`src/rtl/cic_comb_decimator_comb_stage.sv`:
```
// comb_stage: one first-difference section of a CIC decimator.
// y = x - x_previous, computed modulo 2^m. The result and its valid bit are
// both registered, so each stage adds one clock of latency.
module comb_stage #(
  parameter int m = 17
) (
  input  logic                clk,
  input  logic                clr_n,
  input  logic signed [m-1:0] x,
  input  logic                x_valid,
  output logic signed [m-1:0] y,
  output logic                y_valid
);

  logic signed [m-1:0] prev;

  // Difference against the previous accepted sample, then remember this one.
  always_ff @(posedge clk or negedge clr_n) begin
    if (!clr_n) begin
      prev    <= '0;
      y       <= '0;
      y_valid <= 1'b0;
    end else begin
      y_valid <= x_valid;
      if (x_valid) begin
        y    <= x - prev;
        prev <= x;
      end
    end
  end

endmodule

```
`src/rtl/cic_comb_decimator.sv`:
```
// cic_comb_decimator: decimating comb half of a CIC filter.
// Samples the integrator output once every r clocks, runs it through k comb
// stages and presents the result through a 2-entry valid/ready buffer.
// All arithmetic wraps modulo 2^m so integrator wrap-around cancels exactly.
module cic_comb_decimator #(
  parameter int m = 17,
  parameter int r = 16,
  parameter int k = 1
) (
  input  logic                clk,
  input  logic                clr_n,
  input  logic signed [m-1:0] in,
  output logic signed [m-1:0] out,
  output logic                out_valid,
  input  logic                out_ready,
  output logic                ovf
);

  localparam int cw = (r > 2) ? $clog2(r) : 1;

  typedef enum logic [1:0] {
    EMPTY = 2'd0,
    ONE   = 2'd1,
    FULL  = 2'd2
  } fill_t;

  logic [cw-1:0]       cnt;
  logic                cap;

  // Stage chain: index 0 is the captured input, index k is the last result.
  logic signed [m-1:0] x [k+1];
  logic                v [k+1];

  logic signed [m-1:0] mem [2];
  logic                wp;
  logic                rp;
  fill_t               fill;
  logic                wr;
  logic                rd;
  logic                accept;

  assign cap = (cnt == cw'(r - 1));

  // Decimation counter 0..r-1; capture happens on the r-1 count.
  always_ff @(posedge clk or negedge clr_n) begin
    if (!clr_n) begin
      cnt <= '0;
    end else if (cap) begin
      cnt <= '0;
    end else begin
      cnt <= cnt + 1'b1;
    end
  end

  assign x[0] = in;
  assign v[0] = cap;

  for (genvar i = 0; i < k; i++) begin : g_comb
    comb_stage #(.m(m)) u_stage (
      .clk     (clk),
      .clr_n   (clr_n),
      .x       (x[i]),
      .x_valid (v[i]),
      .y       (x[i+1]),
      .y_valid (v[i+1])
    );
  end

  assign wr     = v[k];
  assign rd     = out_valid & out_ready;
  // A write into a full buffer is still taken when the head leaves on the
  // same edge: the slot being written is the one being read out.
  assign accept = wr & ((fill != FULL) | rd);

  // Output buffer: pointers, storage, occupancy and the sticky drop flag.
  always_ff @(posedge clk or negedge clr_n) begin
    if (!clr_n) begin
      mem[0] <= '0;
      mem[1] <= '0;
      wp     <= 1'b0;
      rp     <= 1'b0;
      fill   <= EMPTY;
      ovf    <= 1'b0;
    end else begin
      if (accept) begin
        mem[wp] <= x[k];
        wp      <= ~wp;
      end
      if (rd) begin
        rp <= ~rp;
      end
      if (wr && !accept) begin
        ovf <= 1'b1;
      end
      case ({accept, rd})
        2'b10:   fill <= (fill == EMPTY) ? ONE : FULL;
        2'b01:   fill <= (fill == FULL) ? ONE : EMPTY;
        default: fill <= fill;
      endcase
    end
  end

  assign out       = mem[rp];
  assign out_valid = (fill != EMPTY);

endmodule

```
`config.mk`:
```
export PLATFORM = sky130hd
export DESIGN_NAME = cic_comb_decimator
export DESIGN_NICKNAME = d
export VERILOG_FILES = /design/src/rtl/cic_comb_decimator_comb_stage.sv /design/src/rtl/cic_comb_decimator.sv
export SDC_FILE = /design/constraint.sdc
export NUM_CORES = 1
export LEC_CHECK = 0
export CAP_MARGIN = 25
export CORE_ASPECT_RATIO = 0.7
export CORE_MARGIN = 2
export CORE_UTILIZATION = 48
export CTS_CLUSTER_DIAMETER = 30
export DETAILED_ROUTE_END_ITERATION = 8
export PLACE_DENSITY = 0.79
export SYNTH_ARGS = -nofsm -noshare
export SYNTH_HDL_FRONTEND = slang
export SYNTH_SLANG_ARGS = --single-unit
```
`constraint.sdc`:
```
create_clock -name clk -period 2 [get_ports clk]
set_input_delay 0.4 -clock clk [delete_from_list [all_inputs] [get_ports clk]]
set_output_delay 0.4 -clock clk [all_outputs]
set_load 0.02 [all_outputs]
```
== Yosys cells after proc, flatten, opt, wreduce, memory -nomap -nowiden ==
Cells that the tools add are included.
Widths: inputs -> output; s select.
Operators by class
  add/sub/neg operators: 2
  $lt $le $gt $ge: 3
  equality and inequality tests: 5
  multiplexer cells: 10
  bitwise operators: 7
  reductions and logical operators: 6
Operator list (count)
  $mux 17: 4
  $bwmux 34: 1
  $demux 17 s1: 1
  $sub 17x17->17: 1
  $add 4x1->4 const B: 1
  $eq 2x2->1 const B: 2
  $eq 4x4->1 const B: 1
  $ge 2x2->1 const B: 2
  $mux 4: 1
  $not 1->2: 2
  $pmux 2 s2: 1
  $reduce_bool 2->1: 2
  $and 1x1->1: 2
  $eq 2x1->1 const B: 1
  $logic_and 1x1->1: 2
  $logic_not 2->1: 1
  $lt 2x1->1 const B: 1
  $mux 2: 1
  $ne 2x2->1 const B: 1
  $not 1->1: 2
  $logic_not 1->1: 1
  $mux 1: 1
  $or 1x1->1: 1
Word-level totals
  flip-flop bits (word level): 78
  bits of input ports: 20
  output and inout bits: 19
  logic and storage cells: 43

== Depth between registers and ports, before layout ==
  depth after elaboration: 6
  mapped depth: 9
  depth with buffers taken out: 9

== Hierarchy ==
From an unflattened synthesis, not the netlist that was laid out.
Second synthesis, totals
  cell total of the unflattened synthesis: 358
  area, all modules: 4036.4 sq um
By module, submodules not included
  comb_stage: instances 1, cells an instance 222, area each 2152.1 sq um, seq. area each 875.8 sq um
  cic_comb_decimator: instances 1, cells an instance 136, area each 1884.3 sq um, seq. area each 1076.0 sq um

== Least setup slack after synthesis ==
Ideal clock, no wire load.
  path type: input -> register
  start point: input port in[0]
  end point: register g_comb[0].u_stage.y[16]
  setup time: 0.131 ns
  data arrival time: 1.950 ns
  data required time: 1.869 ns
  path slack: -0.081 ns
  stages: 9
  path buffers: 0
  path through: inv_1 > ha_1 > fa_1 > nand2b_1 > a21oi_2 > o21ai_2 > o311ai_1 > xnor2_1 > o21ai_1
On the way
  cells in the longest elaborated chain, start to end: 1
Ends and longest elaborated chain
  from (decl): RTL line cic_comb_decimator.sv:12  | input logic signed [m-1:0] in,
  $sub 17x17->17: RTL line cic_comb_decimator_comb_stage.sv:26  | y <= x - prev;
  to (signal assigned): RTL line cic_comb_decimator_comb_stage.sv:26
  to (decl): RTL line cic_comb_decimator_comb_stage.sv:11  | output logic signed [m-1:0] y,
No other way between the ends.
A chain may end at the register's enable or synchronous reset.

== Worst setup path in the final report ==
  start point: input port in[12]
  end point: register g_comb[0].u_stage.y[15]
The elaborated chain is that of the path after synthesis.

==> metrics <==
outcome finished with violations; failing checks negative setup slack; Worst path most repeated cell a21o_1; Root Driver clkbuf_16; post-DR wirelength/cell 15.0 µm; Post-synth top flop dfrtp_1; Initial Utilization 0.498; # setup viols final 1; Pleak 0.00240 µW; H-tree Lvls 3; Synth area leader dfrtp_1; Synth warnings 0; worst path arrival time 2.22 ns; Max VDD drop 1070 µV; initial antenna violation count 0; die width 112 µm; CTS tree done; antenna viol nets, final 0; HP Class in -> async; final wirelength 8230 µm; largest net degree at the start of global routing 49; met2 wire len 3770 µm; Final WS setup -0.00575 ns; synthesized net count 398; # diodes 0; I/O pins 39; DR vias 2,862; Layout area overhead 32.6%; Final Util 0.661; RSZ-0062 raised after global routing yes; number of synthesized flops with an enable pin 0; Detail Placement HPWL 5890 µm; crit end category register; CTS Buf Count 9; crit path buf inv count 1; layout cells sized above 1 0.275; Synth Cell Area 3940 µm²; clock sinks 78; DRC errors left 0; synthesized area per cell 11.0 µm²; # port buffers 38; final RePlAce weighted congestion 0.933; Synth Register Bits 78; DRT Pass-1 Iters 5; first-pass GRT wire length 13,800 µm; Worst Max-Slew Pin Slew 0.615 ns; vias in the first global route 2,851; grt total ovfl 0; sequential cell area fraction in the yosys report 0.495; Std-Cell Rows 27; vias per cell 5.22; power per cell area 1160 nW/µm²; post-synthesis cell type count 46; CP Max Fanout 4; Gate Count Post-Synth 359; period utilisation layout 1.00; Place WS -0.588 ns; Post-Layout Inst Area 5220 µm²; die area 8960 µm²; insertion delay to the later sink of the worst-skew pair 0.34 ns; Die Y 79.8 µm; Worst R2R Start g_comb[0].u_stage.prev[0]; Layout Skew 0.00620 ns; initial drt markers 111; Placement Cell Area 4770 µm²; final hold vios 0; DR WL met3 334 µm; f_max 0.499 GHz; startpoint types input pin; Critical Path Start in[12]; CP Data Required Time 2.22 ns; max-cap violation count 0; relative slew slack 0.590; Slowest cell on crit path clkdlybuf4s50_1; Core Region 7910 µm²; hold_buf cts 0; highest metal used met4; slowest stage delay, CP 0.53 ns; CP Cell Sequence clkdlybuf4s50_1 -> ha_4 -> a21o_1 -> a21o_1 -> a221oi_1 -> o31ai_1 -> xnor2_1 -> o21ai_1; fin. max-slew vios 0; synth top area cells dfrtp_1 (50%), mux2_2 (8.9%), ha_1 (5.7%), mux2_1 (5.7%), nand2_1 (5.0%); Synth top area share 0.495; GRT Total Usage 0.197; WL met1 4070 µm; Final #Nets 481; Min Clock Period, post-route 2.01 ns; Post-synth ARST share 1.00; Top delay family on crit path compound AO/OA/AOI/OAI gates; kind of critical path in -> reg; Worst-path clk slew 0.06 ns; Clock Tree Buf Depth 2
[cell usage after synthesis (all sizes together), types with 3 or more instances]
master and instances:
a21oi 16, nand2 54, a21o 4, nand4 3
nand2b 3, xor2 9, dfrtp 78, nor2 6
buf 7, mux2 51, nand3 3, xnor2 11
inv 21, o21ai 42, ha 18, clkbuf 6
[per-stage QoR]
stage / total power, µW / instances / hold WS, ns / TNS [ns]
after CTS: 6050 / 548 / 0.102 / 0
final: 6050 / 548 / 0.0848 / -0.00575
after floorplan: 3530 / 359 / 0.104 / 0
after global routing: 6400 / 548 / 0.126 / -0.742
after global placement: 4430 / 530 / 0.442 / -5.13
after detailed placement: 4520 / 530 / 0.448 / -6.23
[sequential cells by signal, summed over array words and instances, names as in the netlist]
| signal | flops |
|---|---|
| rp | 1 |
| ovf | 1 |
| g_comb.u_stage.y | 17 |
| fill | 2 |
| wp | 1 |
| mem | 34 |
| g_comb.u_stage.y_valid | 1 |
| g_comb.u_stage.prev | 17 |
| cnt | 4 |
[path summary, 6_finish.rpt]
path | end | slack [ns] | cells after the start
worst max-delay path | g_comb[0].u_stage.y[15] | -0.006 | 8
worst min-delay path | mem[31] | 0.08 | 1
worst max register to register | g_comb[0].u_stage.y[16] | 0.02 | 8
worst min register to register | mem[30] | 0.48 | 1
max in group asynchronous | g_comb[0].u_stage.prev[15] | 1.33 | 2
min in group clk | g_comb[0].u_stage.prev[8] | 0.39 | 3
[what timing repair did]
| action | 4_1_cts | 5_1_grt |
|---|---|---|
| setup buffers | 2 | 0 |
| pin swaps | 8 | 8 |
| cloned | 0 | 0 |
| resized for setup | 27 | 25 |
| endpoints found under the setup margin | 27 | 22 |
| endpoints found under the hold margin | 0 | 0 |
[report_power, final]
| group | switching [µW] | internal, µW |
|---|---|---|
| Combinational | 1010 | 1100 |
| Sequential | 273 | 2020 |
| Clock | 653 | 1010 |
| Total | 1930 | 4120 |
[cell families (layout without fill, tap and decap cells)]
group	after synthesis	count (layout)	share of synthesized area
compound gates	78	78	0.119
xor+xnor	20	20	0.0445
fa+ha+maj	19	19	0.0622
buf+inv	34	122	0.0432
flops	78	78	0.495
mux	51	51	0.146
simple gates	79	79	0.0902
[cells in the final DEF (no fill, tap or decap), types with 2 or more instances in the layout]
cell type / Yosys / layout
dfrtp_1: 78 / 78
clkdlybuf4s50_1: 0 / 14
inv_1: 20 / 20
xor2_1: 9 / 9
mux2_2: 31 / 31
a21oi_1: 14 / 10
xnor2_1: 11 / 11
and3_1: 2 / 2
ha_1: 18 / 12
mux2_1: 20 / 20
a21oi_2: 2 / 5
o211ai_1: 2 / 2
dlygate4sd2_1: 0 / 9
a21o_1: 4 / 4
nor2_1: 5 / 5
clkbuf_16: 0 / 9
dlymetal6s2s_1: 0 / 3
buf_12: 0 / 5
o21bai_1: 2 / 2
o21ai_1: 8 / 8
nand4_1: 3 / 3
buf_4: 1 / 43
nand2_2: 2 / 2
a211oi_2: 0 / 2
clkinvlp_4: 0 / 2
nand2_1: 52 / 52
clkdlybuf4s15_1: 0 / 11
nand3_1: 3 / 3
o21ai_0: 33 / 33
and2_1: 2 / 2
ha_4: 0 / 6
[routing by layer]
layer / global-route usage / up-vias
met2: 0.307 / 56
li1: - / 1416
met1: 0.274 / 1382
met3: 0.0562 / 8
met4: 0.0476 / 0
met5: 0 / -
[layout make-up]
type / count / area, µm²
fill: 623 / 2680
multi-input combinational: 247 / 1970
sequential: 78 / 1950
timing repair buffer: 85 / 790
clock buffer: 10 / 239
tap: 101 / 126
inverter: 21 / 78.8
clock inverter: 6 / 70.1
(Power assumes the default switching activity.)
==> variant 1: new RTL, config.mk and constraints unchanged <==
`r`: 16 -> 32.
--- a/src/rtl/cic_comb_decimator.sv
+++ b/src/rtl/cic_comb_decimator.sv
@@ -6,3 +6,3 @@
   parameter int m = 17,
-  parameter int r = 16,
+  parameter int r = 32,
   parameter int k = 1
Check against the original RTL: no difference found for any inputs over 10 cycles, from zero or initial values; that may be too few to reach the edited logic, so the function may still have changed.
==> variant 1 against the original RTL <==
The run ends with hold timing, setup timing left. Design area up 6.0%. Routed wire length is 12% higher. Via count rose by 5.6%. Power is 23% lower. Synthesized cell count grew 0.84%. Sequential cell count rose by 1. Critical path depth did not move. Global-route usage up 1.8 points. Worst setup slack got worse by 180 ps. Area after synthesis grew 3.0%. Sequential share of layout area shrank 1.6 points. Maximum frequency down 8.1%.
==> variant 1: results (changes against the original RTL) <==
Placement
  • Dpl cells: 540 (+1.9%)
  • Placement Cell Area: 4960 sq um (+4.0%)
  • Number of port buffers: 38 (unchanged)
  • Global placement routability congestion: 0.8663 (-7.2%)
  • Post-detail-place hpwl: 6285 um (+6.7%)

Final layout
  • Final nets: 491 (+2.1%)
  • Fraction of layout cells with a size suffix above 1: 41.58% (+14 points)
  • Diode count: 0 (unchanged)
  • # fillers: 671 (+7.7%)
  • Register area: 1978 sq um (+1.3%)
  • Largest registers: mem (34), g_comb.u_stage.prev (17), g_comb.u_stage.y (17)

Yosys
  • Async SR Flop Fraction: 100.0% (unchanged)
  • Syn Nets: 401 (+0.75%)
  • Mapped Cells: 362 (+0.84%)
  • Ranking of synthesized cells by area: dfrtp_1, mux2_2, ha_1, nand2_1, o21ai_0
  • Post-synth top cells: dfrtp_1, mux2_2, nand2_1
  • Synth warn: 0 (unchanged)
  • Seq/Total Area, Yosys: 48.72% (-0.82 points)
  • Distinct cell type count after synthesis: 50 (+8.7%)

Worst setup path
  • Worst Path Max Fanout: 3 (-1)
  • Critical Path AT: 2460 ps (+240 ps)

GRT
  • All-layer global routing usage: 21.48% (+1.8 points)
  • Vias in the first global route: 3111 (+9.1%)
  • Initial antenna violation count: 0 (unchanged)
  • Largest net degree at the start of global routing: 50 (+2.0%)
  • Total grt overflow: 0 (unchanged)
  • First-pass GRT wire length: 15150 um (+10%)

Worst hold path
  • Class of the worst hold path: primary input to async pin

Routing
  • Drt first pass iters: 4 (-1)
  • Starting DRC count in detailed routing: 163 (+47%)
  • Wire per inst: 16.41 um (+9.3%)
  • Average vias per placed instance: 5.377 (+3.0%)
  • Routed vias: 3022 (+5.6%)
  • DRC: 0 (unchanged)

Power and ir drop
  • Pleak: 2.515 nW (+4.8%)
  • Max rail drop VDD: 504.7 uV (-53%)

Timing
  • Setup violators final: 6 (+5)
  • Max_slew headroom: 72.67% (+14 points)
  • Final Hold Vio Count: 23 (+23)
  • Hold Slack: -8.772 ps (-93.53 ps)
  • Clock skew: 7.411 ps (+1.213 ps)
  • Fin worst setup slack: -183.1 ps (-177.4 ps)

CTS
  • Clk buf depth: 2 (unchanged)
  • Root buffer cell: clkbuf_16
  • Htree depth: 3 (unchanged)
  • CTS Buf Count: 9 (unchanged)
  • Clock slew seen by the registers of the worst setup and hold paths: 60 ps (about the same)
  • Clock Latency Late Sink: 340 ps (about the same)

Outcome
  • Failing checks: hold timing, setup timing
  • Status: finished, violations left
-- variant 1: cell families after synthesis --
family	after synthesis	synth area share, %
DFF	79	48.72
AOI/OAI and AO/OA	67	10.89
adders and majority gates	19	6.044
buffers and inverters	38	3.977
and+or+nand+nor	77	8.665
xor gates and xnor gates	17	3.669
muxes	65	18.04
-- variant 1: worst max-delay path: stages (launching register included) --
cell and delay [ps]:
dfrtp_1 400, ha_4 170, fa_2 370, nor2b_4 120, o2111a_2 220, a211oi_2 50
or2_1 260, or4_4 410, nand3_1 100
-- variant 1: cell type report --
cell class | instances | area share, %
Clock buffer | 11 | 4.566
Clock inverter | 5 | 1.017
Inverter | 24 | 1.854
Multi-Input combinational cell | 245 | 39.85
Sequential cell | 79 | 35.74
Tap cell | 105 | 2.373
Timing Repair Buffer | 93 | 14.60
-- variant 1: path summary, 6_finish.rpt --
path                                      startpoint                   endpoint  slack (ps)  cells past startpoint
setup / recovery           g_comb[0].u_stage.prev[0]    g_comb[0].u_stage.y[12]        -180                      8
hold / removal                                 clr_n  g_comb[0].u_stage.prev[7]          -9                      1
setup reg to reg           g_comb[0].u_stage.prev[0]    g_comb[0].u_stage.y[12]        -180                      8
hold reg to reg                                  ovf                        ovf         470                      1
max in group asynchronous                      clr_n     g_comb[0].u_stage.y[9]        1420                      2
min in group clk                               in[7]  g_comb[0].u_stage.prev[7]         380                      3
-- variant 1: timing repair --
action / in CTS / in global routing
setup endpoints to repair: 29 / 20
pin swaps: 11 / 8
gates cloned: 0 / 1
buffers inserted: 2 / 3
gates resized for setup: 50 / 48
-- variant 1: through the flow --
stage | setup TNS [ps] | worst slack (ps) | power, mW | hold WS, ps
finish | -781.7 | -183.1 | 4.688 | -8.772
global route | -1313 | -252.3 | 4.899 | 17.85
CTS | -801.5 | -234.2 | 4.621 | 0.006661
detailed placement | -8206 | -838.4 | 2.950 | 363.2
global placement | -7744 | -811.2 | 2.928 | 359.5
floorplan | -118.2 | -72.69 | 2.402 | 104.4
-- variant 1: layer usage --
layer  share of wire [%]  global-route usage, %
met2                  49                  36.05
met4                 1.3                  6.341
met1                  46                  27.79
met3                 4.2                  5.672
met5                   0                      0
-- variant 1: report_power, final --
| group | internal, mW | switching, mW |
|---|---|---|
| clock network | 1.03 | 0.645 |
| registers | 1.68 | 0.0607 |
| logic | 0.656 | 0.619 |
| total | 3.36 | 1.32 |
==> variant 2: new RTL, config.mk and constraints unchanged <==
Without the edit above. Register the output `ovf` once more; this adds one clock of latency there. The other outputs are not delayed to match.
--- a/src/rtl/cic_comb_decimator.sv
+++ b/src/rtl/cic_comb_decimator.sv
@@ -25,2 +25,4 @@
   } fill_t;
+
+  logic ovf_s0;
 
@@ -82,3 +84,3 @@
       fill   <= EMPTY;
-      ovf    <= 1'b0;
+      ovf_s0 <= 1'b0;
     end else begin
@@ -92,3 +94,3 @@
       if (wr && !accept) begin
-        ovf <= 1'b1;
+        ovf_s0 <= 1'b1;
       end
@@ -105,2 +107,6 @@
 
+  always_ff @(posedge clk) begin
+    ovf <= ovf_s0;
+  end
+
 endmodule
Function: no difference found for any inputs over 10 cycles, from zero or initial values; that may be too few to reach the edited logic, so the function may still have changed.
==> variant 2 against the original RTL <==
The flow still finishes with violations (setup timing). Global-route usage is 0.63 points higher. Area after synthesis is 0.51% higher. Sequential cell count is 1 higher. Die area is 0.49% higher. Design area is 1.9% higher. Worst setup slack worse by 17 ps. Maximum frequency is 0.86% lower. Routed wire length is 9.2% higher. Power is 1.3% higher. Largest cell class unchanged. Largest power group unchanged. Highest routed layer unchanged.
==> variant 2: results (changes against the original RTL) <==
Outcome
  • Status: finished, violations left
  • Failing checks: setup timing

Yosys
  • Mapped Cells: 360 (+0.28%)
  • Compound-Gate Fraction of Synth Area: 11.82% (-0.060 points)
  • Xor and xnor fraction of the mapped netlist area: 4.423% (-0.022 points)
  • Ranking of synthesized cells by area: dfrtp_1, mux2_2, ha_1, mux2_1, nand2_1
  • Syn Nets: 399 (+0.25%)
  • Async SR Flop Fraction: 98.73% (-1.3 points)
  • Synth Area in Adders: 6.193% (-0.031 points)
  • Fraction of synthesized area in multiplexers: 14.50% (-0.074 points)
  • Distinct cell type count after synthesis: 47 (+2.2%)

GRT
  • All-layer global routing usage: 20.31% (+0.63 points)
  • First-pass GRT wire length: 14280 um (+3.8%)
  • Routing usage on met1: 28.52% (+1.2 points)
  • Vias in the first global route: 2920 (+2.4%)
  • GR Layer Usage met3: 5.695% (+0.076 points)
  • Largest net degree at the start of global routing: 50 (+2.0%)
  • GR Util met2: 31.44% (+0.71 points)

Timing
  • Setup_tns: -23.19 ps (-17.44 ps)
  • Clock skew: 3.604 ps (-2.594 ps)
  • Fin worst setup slack: -23.19 ps (-17.44 ps)
  • Setup violators final: 1 (unchanged)
  • Hold Slack: 373.3 ps (+288.6 ps)
  • Worst slew pin tran: 404.3 ps (-211.0 ps)

Routing
  • M1 WL: 4321 um (+6.2%)
  • Wire per inst: 16.40 um (+9.2%)
  • Met2 WL: 4226 um (+12%)

Power and ir drop
  • Power Density: 1152 nW/um^2 (-0.58%)
  • Max rail drop VDD: 1113 uV (+4.4%)
  • Pleak: 2.405 nW (+0.26%)

Final layout
  • Seq Cell Count: 79 (+1.3%)
  • CLK BUF: 12 (+2)
  • Sequential portion of the cell area: 37.09% (-0.29 points)
  • Fraction of layout cells with a size suffix above 1: 32.66% (+5.1 points)
  • # fillers: 593 (-4.8%)
  • Buffers excl. clock: 84 (-1.2%)
  • Final non-clock buffer share: 14.23% (-0.89 points)

Placement
  • Global placement routability congestion: 0.9159 (-1.9%)
  • Placement Cell Area: 4756 sq um (-0.31%)
  • Post-detail-place hpwl: 6029 um (+2.3%)
  • Place WS: -575.5 ps (+12.38 ps)
  • Dpl cells: 528 (-0.38%)

Worst setup path
  • FF-to-FF End: g_comb[0].u_stage.y[12]
  • Worst Path Max Fanout: 2 (-2)

Die
  • Core area: 7939 sq um (+0.43%)

Worst hold path
  • Class of the worst hold path: flop to flop
## variant 2: worst max-delay path by stage
stage                       from                       to  cells after the start
final                      in[8]  g_comb[0].u_stage.y[13]                      9
after floorplan            in[0]  g_comb[0].u_stage.y[16]                      9
after global placement     in[0]  g_comb[0].u_stage.y[16]                     10
after CTS                 in[12]  g_comb[0].u_stage.y[15]                      8
after global routing       in[8]  g_comb[0].u_stage.y[13]                      9
after detailed placement   in[0]  g_comb[0].u_stage.y[16]                     10
## variant 2: repair_timing
item,CTS,global route
hold endpoints to repair,1,0
resized for setup,33,55
hold buffers,1,0
cloned,0,1
endpoints found under the setup margin,29,28
pin swaps,10,16
buffers inserted,0,2
## variant 2: power by group
group	switching [mW]	leakage (nW)	internal, mW	total (mW)
registers	0.273	0.930	2.05	2.32
clock network	0.647	0.149	1.04	1.68
logic	1.03	1.33	1.09	2.13
